## config.mk

```make
export PLATFORM = sky130hd
export DESIGN_NAME = sa_rr_packet_arbiter_flat
export DESIGN_NICKNAME = d
export VERILOG_FILES = /design/src/rtl/sa_rr_packet_arbiter_pkg.sv /design/src/rtl/sa_rr_packet_arbiter_if.sv /design/src/rtl/sa_rr_packet_arbiter_pick.sv /design/src/rtl/sa_rr_packet_arbiter.sv /design/src/flat_wrapper.sv
export SDC_FILE = /design/constraint.sdc
export NUM_CORES = 1
export LEC_CHECK = 0
export ABC_CLOCK_PERIOD_IN_PS = 4750
export CELL_PAD_IN_SITES_DETAIL_PLACEMENT = 1
export CELL_PAD_IN_SITES_GLOBAL_PLACEMENT = 1
export CORE_UTILIZATION = 25
export CTS_CLUSTER_DIAMETER = 150
export CTS_CLUSTER_SIZE = 24
export DETAILED_ROUTE_END_ITERATION = 10
export GPL_ROUTABILITY_DRIVEN = 0
export HOLD_SLACK_MARGIN = 0.15
export PLACE_DENSITY = 0.95
export SYNTH_ARGS = -nofsm -noshare
export SYNTH_HDL_FRONTEND = slang
export SYNTH_HIERARCHICAL = 1
export SYNTH_SLANG_ARGS = --single-unit
```

## constraint.sdc

```tcl
create_clock -name clock -period 4.75 [get_ports clock]
set_input_delay 0.95 -clock clock [delete_from_list [all_inputs] [get_ports clock]]
set_output_delay 0.95 -clock clock [all_outputs]
set_load 0.01 [all_outputs]
```

## src/rtl/sa_rr_packet_arbiter_pkg.sv

```systemverilog
// ----------------------------------------------------------------------------
// sa_arb_pkg
// Shared types and helpers for the round-robin packet arbiter and its picker.
//   sa_arb_state_e : arbiter FSM states (IDLE / LOCKED)
//   grant_w(n)     : width of an index able to address n requesters
//   mod_add(a,b,n) : (a+b) mod n for operands already below n
// ----------------------------------------------------------------------------
package sa_arb_pkg;

    typedef enum logic {
        SA_ARB_IDLE   = 1'b0,
        SA_ARB_LOCKED = 1'b1
    } sa_arb_state_e;

    // A single requester would still need a 1-bit index field.
    function automatic int grant_w(input int n);
        return (n <= 2) ? 1 : $clog2(n);
    endfunction

    // Both operands are always below n, so one conditional subtract replaces
    // a general modulo and keeps the rotation logic small.
    function automatic int mod_add(input int a, input int b, input int n);
        int s;
        s = a + b;
        return (s >= n) ? (s - n) : s;
    endfunction

endpackage

```

## src/rtl/sa_rr_packet_arbiter_if.sv

```systemverilog
// ----------------------------------------------------------------------------
// sa_rr_packet_arbiter_if
// Bundles the requester-side and output-side handshake of the arbiter.
//   req_valid/req_ready/req_data/req_last : N_REQ upstream beat channels
//   out_valid/out_ready/out_data/out_last : single downstream beat channel
//   out_grant                             : source index of the output beat
//   busy                                  : packet in progress or beat held
// Modports:
//   slave  - the arbiter itself
//   master - the environment (requesters plus downstream consumer)
// ----------------------------------------------------------------------------
interface sa_rr_packet_arbiter_if
    import sa_arb_pkg::*;
#(
    parameter int N_REQ  = 4,
    parameter int DATA_W = 32
);
    localparam int GRANT_W = grant_w(N_REQ);

    logic [N_REQ-1:0]        req_valid;
    logic [N_REQ-1:0]        req_ready;
    logic [N_REQ*DATA_W-1:0] req_data;
    logic [N_REQ-1:0]        req_last;
    logic                    out_valid;
    logic                    out_ready;
    logic [DATA_W-1:0]       out_data;
    logic                    out_last;
    logic [GRANT_W-1:0]      out_grant;
    logic                    busy;

    modport slave (
        input  req_valid, req_data, req_last, out_ready,
        output req_ready, out_valid, out_data, out_last, out_grant, busy
    );

    modport master (
        output req_valid, req_data, req_last, out_ready,
        input  req_ready, out_valid, out_data, out_last, out_grant, busy
    );

endinterface

```

## src/rtl/sa_rr_packet_arbiter_pick.sv

```systemverilog
// ----------------------------------------------------------------------------
// sa_rr_pick
// Purely combinational rotating-priority picker.
//   req    : request vector, one bit per requester
//   ptr    : index holding highest priority this cycle
//   any    : at least one request is pending
//   winner : first requesting index scanning ptr, ptr+1, ... modulo N_REQ
//            (equals ptr when nothing is requested)
// ----------------------------------------------------------------------------
module sa_rr_pick
    import sa_arb_pkg::*;
#(
    parameter int N_REQ   = 4,
    parameter int GRANT_W = grant_w(N_REQ)
) (
    input  logic [N_REQ-1:0]   req,
    input  logic [GRANT_W-1:0] ptr,
    output logic               any,
    output logic [GRANT_W-1:0] winner
);

    // rot_idx[k] is the requester sitting k places after ptr; rot_req is the
    // request vector viewed in that rotated order.
    logic [GRANT_W-1:0] rot_idx [N_REQ];
    logic [N_REQ-1:0]   rot_req;

    genvar gi;
    generate
        for (gi = 0; gi < N_REQ; gi++) begin : g_rot
            assign rot_idx[gi] = GRANT_W'(mod_add(int'(ptr), gi, N_REQ));
            assign rot_req[gi] = req[rot_idx[gi]];
        end
    endgenerate

    assign any = |req;

    // Scan from the far end so the nearest requester after ptr overwrites last.
    always_comb begin
        winner = ptr;
        for (int k = N_REQ - 1; k >= 0; k--) begin
            if (rot_req[k]) begin
                winner = rot_idx[k];
            end
        end
    end

endmodule

```

## src/rtl/sa_rr_packet_arbiter.sv

```systemverilog
// ----------------------------------------------------------------------------
// sa_rr_packet_arbiter
// Round-robin, packet-locking arbiter sharing one feed port among N_REQ
// requesters. A winner is chosen by rotating priority, keeps the grant until
// its last beat, and its beats pass through one registered output stage that
// sustains one beat per cycle.
// Ports:
//   clock : rising-edge clock
//   reset : synchronous, active-high
//   bus   : sa_rr_packet_arbiter_if.slave (request channels, output channel,
//           out_grant, busy)
// ----------------------------------------------------------------------------
module sa_rr_packet_arbiter
    import sa_arb_pkg::*;
#(
    parameter int N_REQ  = 4,
    parameter int DATA_W = 32
) (
    input  logic                   clock,
    input  logic                   reset,
    sa_rr_packet_arbiter_if.slave  bus
);

    localparam int GRANT_W = grant_w(N_REQ);

    sa_arb_state_e      state_q,     state_d;
    logic [GRANT_W-1:0] ptr_q,       ptr_d;
    logic [GRANT_W-1:0] lock_id_q,   lock_id_d;
    logic               out_valid_q, out_valid_d;
    logic [DATA_W-1:0]  out_data_q,  out_data_d;
    logic               out_last_q,  out_last_d;
    logic [GRANT_W-1:0] out_grant_q, out_grant_d;

    logic               pick_any;
    logic [GRANT_W-1:0] pick_winner;
    logic               slot_free;
    logic [GRANT_W-1:0] sel;
    logic               sel_ok;
    logic [N_REQ-1:0]   ready_vec;
    logic               accept;

    sa_rr_pick #(
        .N_REQ   (N_REQ),
        .GRANT_W (GRANT_W)
    ) u_pick (
        .req    (bus.req_valid),
        .ptr    (ptr_q),
        .any    (pick_any),
        .winner (pick_winner)
    );

    // The output register can take a beat if empty or being drained now.
    assign slot_free = !out_valid_q || bus.out_ready;

    always_comb begin
        state_d     = state_q;
        ptr_d       = ptr_q;
        lock_id_d   = lock_id_q;
        out_valid_d = out_valid_q;
        out_data_d  = out_data_q;
        out_last_d  = out_last_q;
        out_grant_d = out_grant_q;
        ready_vec   = '0;
        sel         = lock_id_q;
        sel_ok      = 1'b0;

        unique case (state_q)
            SA_ARB_IDLE: begin
                sel    = pick_winner;
                sel_ok = pick_any;
            end
            SA_ARB_LOCKED: begin
                // Locked owner keeps ready even while its valid is low, so
                // the others stay stalled until the packet finishes.
                sel    = lock_id_q;
                sel_ok = 1'b1;
            end
            default: begin
                sel_ok = 1'b0;
            end
        endcase

        // No beat is taken while reset is held; it would be dropped anyway.
        if (sel_ok && slot_free && !reset) begin
            ready_vec[sel] = 1'b1;
        end
        accept = bus.req_valid[sel] && ready_vec[sel];

        if (accept) begin
            out_valid_d = 1'b1;
            out_data_d  = bus.req_data[int'(sel)*DATA_W +: DATA_W];
            out_last_d  = bus.req_last[sel];
            out_grant_d = sel;
            if (bus.req_last[sel]) begin
                state_d = SA_ARB_IDLE;
                ptr_d   = GRANT_W'(mod_add(int'(sel), 1, N_REQ));
            end else begin
                state_d   = SA_ARB_LOCKED;
                lock_id_d = sel;
            end
        end else if (out_valid_q && bus.out_ready) begin
            out_valid_d = 1'b0;
        end
    end

    always_ff @(posedge clock) begin
        if (reset) begin
            state_q     <= SA_ARB_IDLE;
            ptr_q       <= '0;
            lock_id_q   <= '0;
            out_valid_q <= 1'b0;
            out_data_q  <= '0;
            out_last_q  <= 1'b0;
            out_grant_q <= '0;
        end else begin
            state_q     <= state_d;
            ptr_q       <= ptr_d;
            lock_id_q   <= lock_id_d;
            out_valid_q <= out_valid_d;
            out_data_q  <= out_data_d;
            out_last_q  <= out_last_d;
            out_grant_q <= out_grant_d;
        end
    end

    assign bus.req_ready = ready_vec;
    assign bus.out_valid = out_valid_q;
    assign bus.out_data  = out_data_q;
    assign bus.out_last  = out_last_q;
    assign bus.out_grant = out_grant_q;
    assign bus.busy      = (state_q == SA_ARB_LOCKED) || out_valid_q;

endmodule

```

## src/flat_wrapper.sv

```systemverilog
// flat-port wrapper written by rule: the top's interface ports become plain ports
module sa_rr_packet_arbiter_flat import sa_arb_pkg::*;
#(
    parameter int N_REQ  = 4,
    parameter int DATA_W = 32
)
  (clock, reset, bus_req_valid, bus_req_data, bus_req_last, bus_out_ready, bus_req_ready, bus_out_valid, bus_out_data, bus_out_last, bus_out_grant, bus_busy);
  sa_rr_packet_arbiter_if #(.N_REQ(N_REQ), .DATA_W(DATA_W)) bus_i ();
  input  logic clock;
  input  logic reset;
  input wire logic [$bits(bus_i.req_valid)-1:0] bus_req_valid;
  input wire logic [$bits(bus_i.req_data)-1:0] bus_req_data;
  input wire logic [$bits(bus_i.req_last)-1:0] bus_req_last;
  input wire logic [$bits(bus_i.out_ready)-1:0] bus_out_ready;
  output wire logic [$bits(bus_i.req_ready)-1:0] bus_req_ready;
  output wire logic [$bits(bus_i.out_valid)-1:0] bus_out_valid;
  output wire logic [$bits(bus_i.out_data)-1:0] bus_out_data;
  output wire logic [$bits(bus_i.out_last)-1:0] bus_out_last;
  output wire logic [$bits(bus_i.out_grant)-1:0] bus_out_grant;
  output wire logic [$bits(bus_i.busy)-1:0] bus_busy;
  assign bus_i.req_valid = bus_req_valid;
  assign bus_i.req_data = bus_req_data;
  assign bus_i.req_last = bus_req_last;
  assign bus_i.out_ready = bus_out_ready;
  assign bus_req_ready = bus_i.req_ready;
  assign bus_out_valid = bus_i.out_valid;
  assign bus_out_data = bus_i.out_data;
  assign bus_out_last = bus_i.out_last;
  assign bus_out_grant = bus_i.out_grant;
  assign bus_busy = bus_i.busy;
  sa_rr_packet_arbiter #(.N_REQ(N_REQ), .DATA_W(DATA_W)) u_core (.clock(clock), .reset(reset), .bus(bus_i));
endmodule
```

Yosys cells after proc, flatten, opt, wreduce, memory -nomap -nowiden --
Cells that the tools add are included.
Cells by class: add/sub/neg operators 9, multipliers 0, div/mod/pow operators 0, magnitude comparators 11, equality and inequality tests 0, shift operators 1, muxes and demuxes 31, bitwise gates (word level) 2, reduce and logical (&&, ||, !) cells 13
Operator list (count):
- $shiftx A128 B8 Y32 | 1
- $mux W2 | 9
- $lt A2 B3 Y1 const B | 5
- $bmux W1 S2 | 7
- $ge A3 B3 Y1 const B | 4
- $mux W1 | 11
- $sub A2 B1 Y2 const B | 5
- $add A2 B1 Y3 const B | 2
- $add A2 B2 Y3 const B | 2
- $logic_and A1 B1 Y1 | 5
- $mux W4 | 1
- $pmux W2 S2 | 1
- $reduce_and A2 Y1 | 2
- $reduce_or A4 Y1 | 1
- $ge A2 B3 Y1 const B | 1
- $demux W1 S2 | 1
- $ge A2 B1 Y1 const B | 1
- $logic_not A1 Y1 | 2
- $logic_or A1 B1 Y1 | 2
- $not A1 Y1 | 2
- $pmux W1 S2 | 1
- $reduce_bool A2 Y1 | 1
Storage, ports and cells: flip-flop bits (word level) 41, latch bits 0, bits in writable memories 0, bits in read-only memories 0, input bits 139, output and inout bits 41, logic and storage cells 74, memories kept 0

Longest topological paths before layout --
Gate-level depths: netlist of run 1.
depth in word-level cells 19, gate-level depth with buffers 14, gate-level depth less buffers 11

By module --
The synthesis of run 1 kept the hierarchy.
By module, submodules not included:
- sa_rr_packet_arbiter | times used 1, cells an instance 416, area each 2636.3 um^2, sequential area each 820.8 um^2
- sa_rr_pick | times used 1, cells an instance 16, area each 100.1 um^2, sequential area each 0.0 um^2

Worst setup path before layout of run 1 --
No wires, ideal clock.
path type input port to output port, start in bus_req_valid[3], end out bus_req_ready[2], arrival time 2.638 ns, required time 3.800 ns, slack 1.162 ns, stages 9, buffers on the path 2, cells stage by stage nor2_1 > a21oi_1 > o221a_2 > mux2_4 > inv_2 > buf_2 > buf_1 > ha_1 > and2_1
On the way: cells in the longest elaborated chain, start to end 12, elaborated cells between the ends (all ways) 23, those cells by class 2 x order compare; 17 x mux; 4 x reduce/logical
Ends and longest elaborated chain:
- start, declared | line flat_wrapper.sv:11 | input wire logic [$bits(bus_i.req_valid)-1:0] bus_req_valid;
- $bmux W1 S2 | line sa_rr_packet_arbiter_pick.sv:31 | assign rot_req[gi] = req[rot_idx[gi]];
- $mux W1 (not written as such) | line sa_rr_packet_arbiter_pick.sv:31
- $mux W2 (3 in series) | line sa_rr_packet_arbiter_pick.sv:41 | if (rot_req[k]) begin
- $mux W2 * | line sa_rr_packet_arbiter_pick.sv:41
- named net u_core.pick_winner[0] | line sa_rr_packet_arbiter.sv:35 | logic [GRANT_W-1:0] pick_winner;
- $pmux W2 S2 * | line sa_rr_packet_arbiter.sv:67 | unique case (state_q)
- $lt A2 B3 Y1 (not written as such) / $ge A2 B1 Y1 (equally long branches) | line sa_rr_packet_arbiter.sv:85 | ready_vec[sel] = 1'b1;
- $logic_and A1 B1 Y1 (not written as such) | line sa_rr_packet_arbiter.sv:85
- $mux W1 (not written as such) | line sa_rr_packet_arbiter.sv:85
- $demux W1 S2 *
- $mux W4 * | line sa_rr_packet_arbiter.sv:84 | if (sel_ok && slot_free && !reset) begin
- end, declared | line flat_wrapper.sv:15 | output wire logic [$bits(bus_i.req_ready)-1:0] bus_req_ready;
The timed path passes the listed nets; every way through them passes the cells marked *. The select of a mux whose other input is x is not followed.

Final worst setup path of run 1 --
Ends and elaborated chain as after synthesis.

==> summary.txt, run 1 <==
Worst setup path
  • Crit path from: bus_req_valid[3]
  • Cell depth of the worst flop-to-flop path: 10
  • Most used cell, CP: clkdlybuf4s50_1
  • CP max-delay cell: clkdlybuf4s50_1
  • Worst EP required: 3800 ps
  • Startpoint types: input pin
  • Critical path, cell by cell: clkdlybuf4s50_1 > and3b_1 > or4_1 > nand2_1 > mux2i_4 > inv_2 > ha_1 > and2_1 > clkdlybuf4s50_1
  • Worst Setup End Kind: output port
  • Critical path arrival: 3560 ps
  • Origin of the critical flop-to-flop path: u_core/ptr_q[0]
  • CP max FO: 7
  • Critical path class: input pin to output port
  • Crit path largest cell delay: 580 ps

STA
  • Slew @ Worst Pin: around 750 ps
  • Final Max Slew Viols: 0
  • F_max: ~0.22 GHz
  • RSZ-0062 raised after global routing: no
  • Final setup fails: 0
  • Relative slew slack: between 40% and 50%
  • Final setup skew: ~6.5 ps
  • Setup TNS: 0 ps
  • Final Critical Period: 4510 ps
  • Tcrit/Tclk final: a little over nine tenths
  • Final hold vios: 0
  • Setup ws final: roughly 240 ps

Pwr
  • Worst vdd ir: 110 uV
  • Total Power: ~1.0 mW
  • Leakage: ~1.8 nW
  • Pwr Density: 219 mW/mm^2

Floorplanning
  • Row Count: 37
  • Die Width: 107 um
  • DIE AREA: about 0.011 mm^2
  • I/O pins: 180
  • Starting Density: between 20% and 30%
  • Core ar.: 0.0105 mm^2
  • Die height: around 110 um

Hold path
  • Hold Startpoint: u_core/bus.out_data[20]
  • Worst Hold Depth: 2
  • Hold Path Class: flop to flop

Logic synthesis
  • Syn_nets: approximately 580
  • Syn Area/Cell: approximately 6.3 um^2
  • Post-synthesis cell count: 432
  • Mapped Area: between 0.002 and 0.003 mm^2
  • Netlist cell types: 37
  • Yosys reg bits: 41
  • Sequential area share after synthesis: between 20 and 30%
  • Synth warn: 6

Placement
  • Area after DPL: approximately 0.0046 mm^2
  • Detailed Place HPWL: 8.56 mm
  • Port Buffers: around 180
  • Setup WS pre-CTS: between 70 and 80 ps

Clocking
  • TritonCTS Buffers: 5
  • Post-CTS Resized: 0
  • Post-CTS setup repair buffer count: 0
  • Reg clk slew, reported paths: around 80 ps
  • Cts hold-fix bufs: 0
  • H-tree Lvls: 2
  • CTS Buffer Depth: 2
  • Clk root buf: clkbuf_8
  • CTS tree: built
  • Worst-Skew Late Latency: about 280 ps
  • CTS sink cnt: 41

Layout
  • # nets final: 740
  • Area grow syn2layout: 72.4%
  • Fin area: 0.00472 mm^2
  • Final Util: between 40% and 50%
  • Diode count: 0
  • Layout cell share with drive strength beyond 1: around 5.5%
  • Fillers: 1328

GRT
  • Initial antenna violation count: 0
  • Gr usage total: between 10% and 20%
  • First-pass GRT wire length: roughly 18 mm
  • Maximum number of pins on one net before global-route repair: 44
  • Total grt overflow: 0
  • Number of global-route vias before repair: between 3000 and 4000

Outcome
  • Status: complete, no violations

Detailed routing
  • DRC violations left: 0
  • WL/cell: around 16 um
  • Starting DRT DRC Count: 111
  • Detail Route Antenna Nets: 0
  • Wirelength, routed: roughly 11 mm
  • Vias/cell: ~4.9
  • Drt first pass iters: 4
  • DR vias: 3572

Flow run
  • Max-capacitance violation count: 0
routing by layer:
layer  share of wire, %  GRT usage (%)  vias to the layer above
li1                   -              -                     1778
met1                 41           21.2                     1671
met4               0.99           3.62                        0
met3                6.5           4.32                        8
met5                  0              0                        -
met2                 51           37.3                      115
cell usage after synthesis, drive strengths merged:
master | number | share of area [%]
a32oi | 1 | 0.32
clkbuf | 15 | 2.1
or4 | 1 | 0.27
nand2 | 167 | 23
inv | 3 | 0.41
ha | 4 | 1.8
o21bai | 1 | 0.27
a22oi | 2 | 1.1
or2 | 1 | 0.23
nor2 | 8 | 1.1
o21ai | 6 | 1.1
nor3 | 3 | 1.1
and2b | 3 | 0.91
and3b | 1 | 0.32
buf | 18 | 3.5
a2bb2oi | 1 | 0.32
dfxtp | 41 | 30
a22o | 1 | 0.64
mux2 | 2 | 0.96
a21oi | 38 | 7.0
o21a | 1 | 0.27
o221a | 1 | 0.41
nor2b | 1 | 0.23
and2 | 4 | 0.91
mux2i | 7 | 3.3
a311oi | 1 | 0.32
nand3 | 100 | 18
power breakdown:
group	leakage [nW]	internal, mW	switching [mW]	total (mW)
Combinational	1.44	0.223	0.215	0.438
Sequential	0.333	0.366	0.0148	0.381
Clock	0.0395	0.104	0.111	0.215
area by class of cell:
cell class / count / area (um^2) / area share [%]
clock buffers: 8 / 80.1 / 1.70
inverters: 3 / 11.3 / 0.239
multi-input cells: 356 / 1770 / 37.4
flip-flops and latches: 41 / 821 / 17.4
well taps: 136 / 170 / 3.61
repair buffers: 190 / 1870 / 39.6
state kept, by name, indices dropped and copies added (netlist names):
name                  flops
u_core/bus.out_data      32
u_core/bus.out_grant      2
u_core/lock_id_q          2
u_core/ptr_q              2
u_core/bus.out_last       1
u_core/bus.out_valid      1
u_core/state_q            1
critical path: cells and delay by family:
kind	cells	cell delay (ps)
buf+inv	3	1220
simple gates	4	1070
mux	1	130
fa+ha+maj	1	200
worst paths after layout:
kind	endpoint	slack, ps
max	bus_req_ready[2]	240
min	u_core/bus.out_data[20]	450
max reg2reg	u_core/lock_id_q[1]	1470
min reg2reg	u_core/bus.out_data[20]	450
per-stage QoR:
| stage | hold slack, ps | instances |
|---|---|---|
| 2_1_floorplan | 454 | 432 |
| 3_3_place_gp | 438 | 722 |
| 3_5_place_dp | 447 | 722 |
| 4_1_cts | 456 | 730 |
| 5_1_grt | 475 | 734 |
| 6_report | 452 | 734 |
cells in the final DEF, fill, tap and decap left out, drive strengths merged, types with 2 or more instances in the layout:
master and n:
a21oi 38, a22oi 2, and2 4, and2b 3, buf 12, clkbuf 8, clkdlybuf4s50 178, dfxtp 41
ha 4, inv 3, mux2 2, mux2i 8, nand2 167, nand3 100, nor2 8, nor3 3
o21ai 6
cells by family after synthesis:
kind of cell               Yosys count  synth area share, %
buffers and inverters               36                 5.94
muxes                                9                 4.25
adders and majority gates            4                 1.83
DFF                                 41                 30.0
and+or+nand+nor                    289                 46.3
AOI/OAI and AO/OA                   53                 11.7
(Power assumes the default switching activity.)
==> run 2, diff against run 1 <==
SLEW_MARGIN = 0   (was default)
==> results of run 2 <==
Final layout, timing and power as in run 1 (identical DEF).
==> run 3, diff against run 2 <==
GPL_TIMING_DRIVEN = 0   (was default)
==> summary.txt, run 3 (synthesis gave the netlist of run 1 again) <==
Worst setup path
  • Critical path arrival: 3690 ps (+130 ps)
  • CP max FO: 11 (+4)
  • Most used cell, CP: clkdlybuf4s50_1
  • Worst Setup End Kind: output port
  • Crit path largest cell delay: 610 ps (+30 ps)
  • Critical path, cell by cell: clkdlybuf4s50_1 > and3b_1 > or4_1 > nand2_1 > mux2i_4 > clkbuf_2 > ha_1 > and2_1 > clkdlybuf4s50_1
  • Cell depth of the worst flop-to-flop path: 12 (+2)
  • Critical path class: input pin to output port
  • CP max-delay cell: clkdlybuf4s50_1
  • Worst EP required: 3800 ps (about the same)
  • Startpoint types: input pin

Clocking
  • Post-CTS setup repair buffer count: 0 (unchanged)
  • Clk root buf: clkbuf_8
  • CTS sink cnt: 41 (unchanged)
  • CTS tree: built
  • H-tree Lvls: 2 (unchanged)
  • TritonCTS Buffers: 5 (unchanged)
  • Reg clk slew, reported paths: 80 ps (about the same)
  • CTS Buffer Depth: 2 (unchanged)
  • Worst-Skew Late Latency: 290 ps (about the same)

GRT
  • Met2 usage: 41.8% (+4.5 points)
  • Busiest grt layer: met2
  • Maximum number of pins on one net before global-route repair: 21 (-52%)
  • Gr usage total: 21.8% (+2.5 points)
  • Initial antenna violation count: 0 (unchanged)
  • Number of global-route vias before repair: 4069 (+6.8%)
  • Met1 Use GR: 22.8% (+1.6 points)
  • Met3 Usage GRT: 5.96% (+1.6 points)
  • Total grt overflow: 0 (unchanged)
  • First-pass GRT wire length: 19.4 mm (+9.6%)

STA
  • F_max: 0.215 GHz (-2.8%)
  • Setup TNS: 0 ps (unchanged)
  • Tcrit/Tclk final: 97.7% (+2.8 points)
  • Final hold vios: 0 (unchanged)
  • Slew @ Worst Pin: 617 ps (-137 ps)
  • Hold WS: 457 ps (+4.74 ps)
  • Final Critical Period: 4640 ps (+131 ps)
  • RSZ-0062 raised after global routing: no
  • Final setup skew: 3.98 ps (-2.51 ps)
  • Final setup fails: 0 (unchanged)
  • Final Max Slew Viols: 0 (unchanged)
  • Relative slew slack: 58.9% (+10 points)
  • Setup ws final: 109 ps (-131 ps)

Detailed routing
  • DR vias: 3732 (+4.5%)
  • Drt first pass iters: 4 (unchanged)
  • Vias/cell: 4.96 (+2.0%)
  • DRC violations left: 0 (unchanged)
  • Starting DRT DRC Count: 83 (-25%)
  • Wirelength, routed: 12.4 mm (+9.2%)
  • Detail Route Antenna Nets: 0 (unchanged)
  • WL/cell: 16.5 um (+6.6%)

Floorplanning
  • Die Width: 107 um (unchanged)
  • Row Count: 37 (unchanged)
  • Core ar.: 0.0105 mm^2 (unchanged)
  • I/O pins: 180 (unchanged)
  • Starting Density: 26.2% (unchanged)
  • DIE AREA: 0.0114 mm^2 (unchanged)
  • Die height: 107 um (unchanged)

Layout
  • Final Util: 45.6% (+0.50 points)
  • Final Non-Filler Cells: 752 (+2.5%)
  • # nets final: 758 (+2.4%)
  • Most frequent cells in the layout: clkdlybuf4s50_1 (178), nand2_1 (167), nand3_1 (100)
  • Fin area: 0.00477 mm^2 (+1.1%)
  • Area grow syn2layout: 74.3%
  • Total area of sequential cells: 821 um^2 (unchanged)
  • Fillers: 1354 (+2.0%)
  • Multi-input gate area: 0.00175 mm^2 (-0.78%)
  • Diode count: 0 (unchanged)
  • Max reg flops: 32 (unchanged)
  • Commonest non-fill, non-tap cell in the layout: clkdlybuf4s50_1
  • Layout cell share with drive strength beyond 1: 5.84% (+0.33 points)

Hold path
  • Hold Path Class: flop to flop
  • Worst Hold Depth: 2 (unchanged)

Pwr
  • Leakage: 1.84 nW (+1.7%)
  • Worst vdd ir: 127 uV (+16%)
  • Total Power: 1.06 mW (+2.4%)
  • Pwr Density: 222 mW/mm^2 (+1.3%)

Placement
  • Port Buffers: 178 (-0.56%)
  • Setup WS pre-CTS: -474 ps (-554 ps)
  • Area after DPL: 0.00469 mm^2 (+1.9%)
  • Placed Instances: 746 (+3.3%)
  • Detailed Place HPWL: 9.97 mm (+16%)

Outcome
  • Status: complete, no violations

Flow run
  • Max-capacitance violation count: 0 (unchanged)
run 3: cell types whose count changed in the layout (fill, tap and decap cells not counted), sizes merged:
cell / before / now
clkbuf: 8 / 22
buf: 12 / 17
clkinv: 0 / 1
inv: 3 / 2
mux2i: 8 / 7
run 3: what timing repair did:
item                                    in CTS  in global routing
pin swaps                                    0                  0
hold buffers                                 0                  0
cloned                                       0                  0
gates resized for setup                      3                  2
endpoints found under the setup margin       4                  2
run 3: report_power, final:
part           internal (mW)  total, mW  leakage (nW)  switching [mW]
clock                  0.105      0.225        0.0395           0.120
combinational          0.227      0.455          1.47           0.228
sequential             0.366      0.380         0.333          0.0141
total                  0.697       1.06          1.84           0.362
run 3: area by class of cell:
type                            count  area share, %
Inverter                            3          0.262
Multi-Input combinational cell    355           36.7
Buffer                             31           3.20
Clock buffer                        8           1.68
Tap cell                          136           3.57
Timing Repair Buffer              178           37.3
Sequential cell                    41           17.2
run 3: worst max-delay path: cells and delay by family:
kind                       cells  cell delay (ps)
adders and majority gates      1              290
muxes                          1              120
and+or+nand+nor                4              970
buffers and inverters          3             1370
run 3: path summary, 6_finish.rpt:
path | start | endpoint | slack, ps
setup reg to reg | u_core/ptr_q[0] | u_core/bus.out_data[25] | 1770
setup / recovery | bus_req_valid[3] | bus_req_ready[0] | 110
hold reg to reg | u_core/bus.out_data[20] | u_core/bus.out_data[20] | 460
hold / removal | u_core/bus.out_data[20] | u_core/bus.out_data[20] | 460
run 3: routing by layer:
metal	wire length [um]	up-vias
li1	-	1808
met1	4840	1771
met2	6450	139
met3	964	14
met4	177	0
met5	0	-
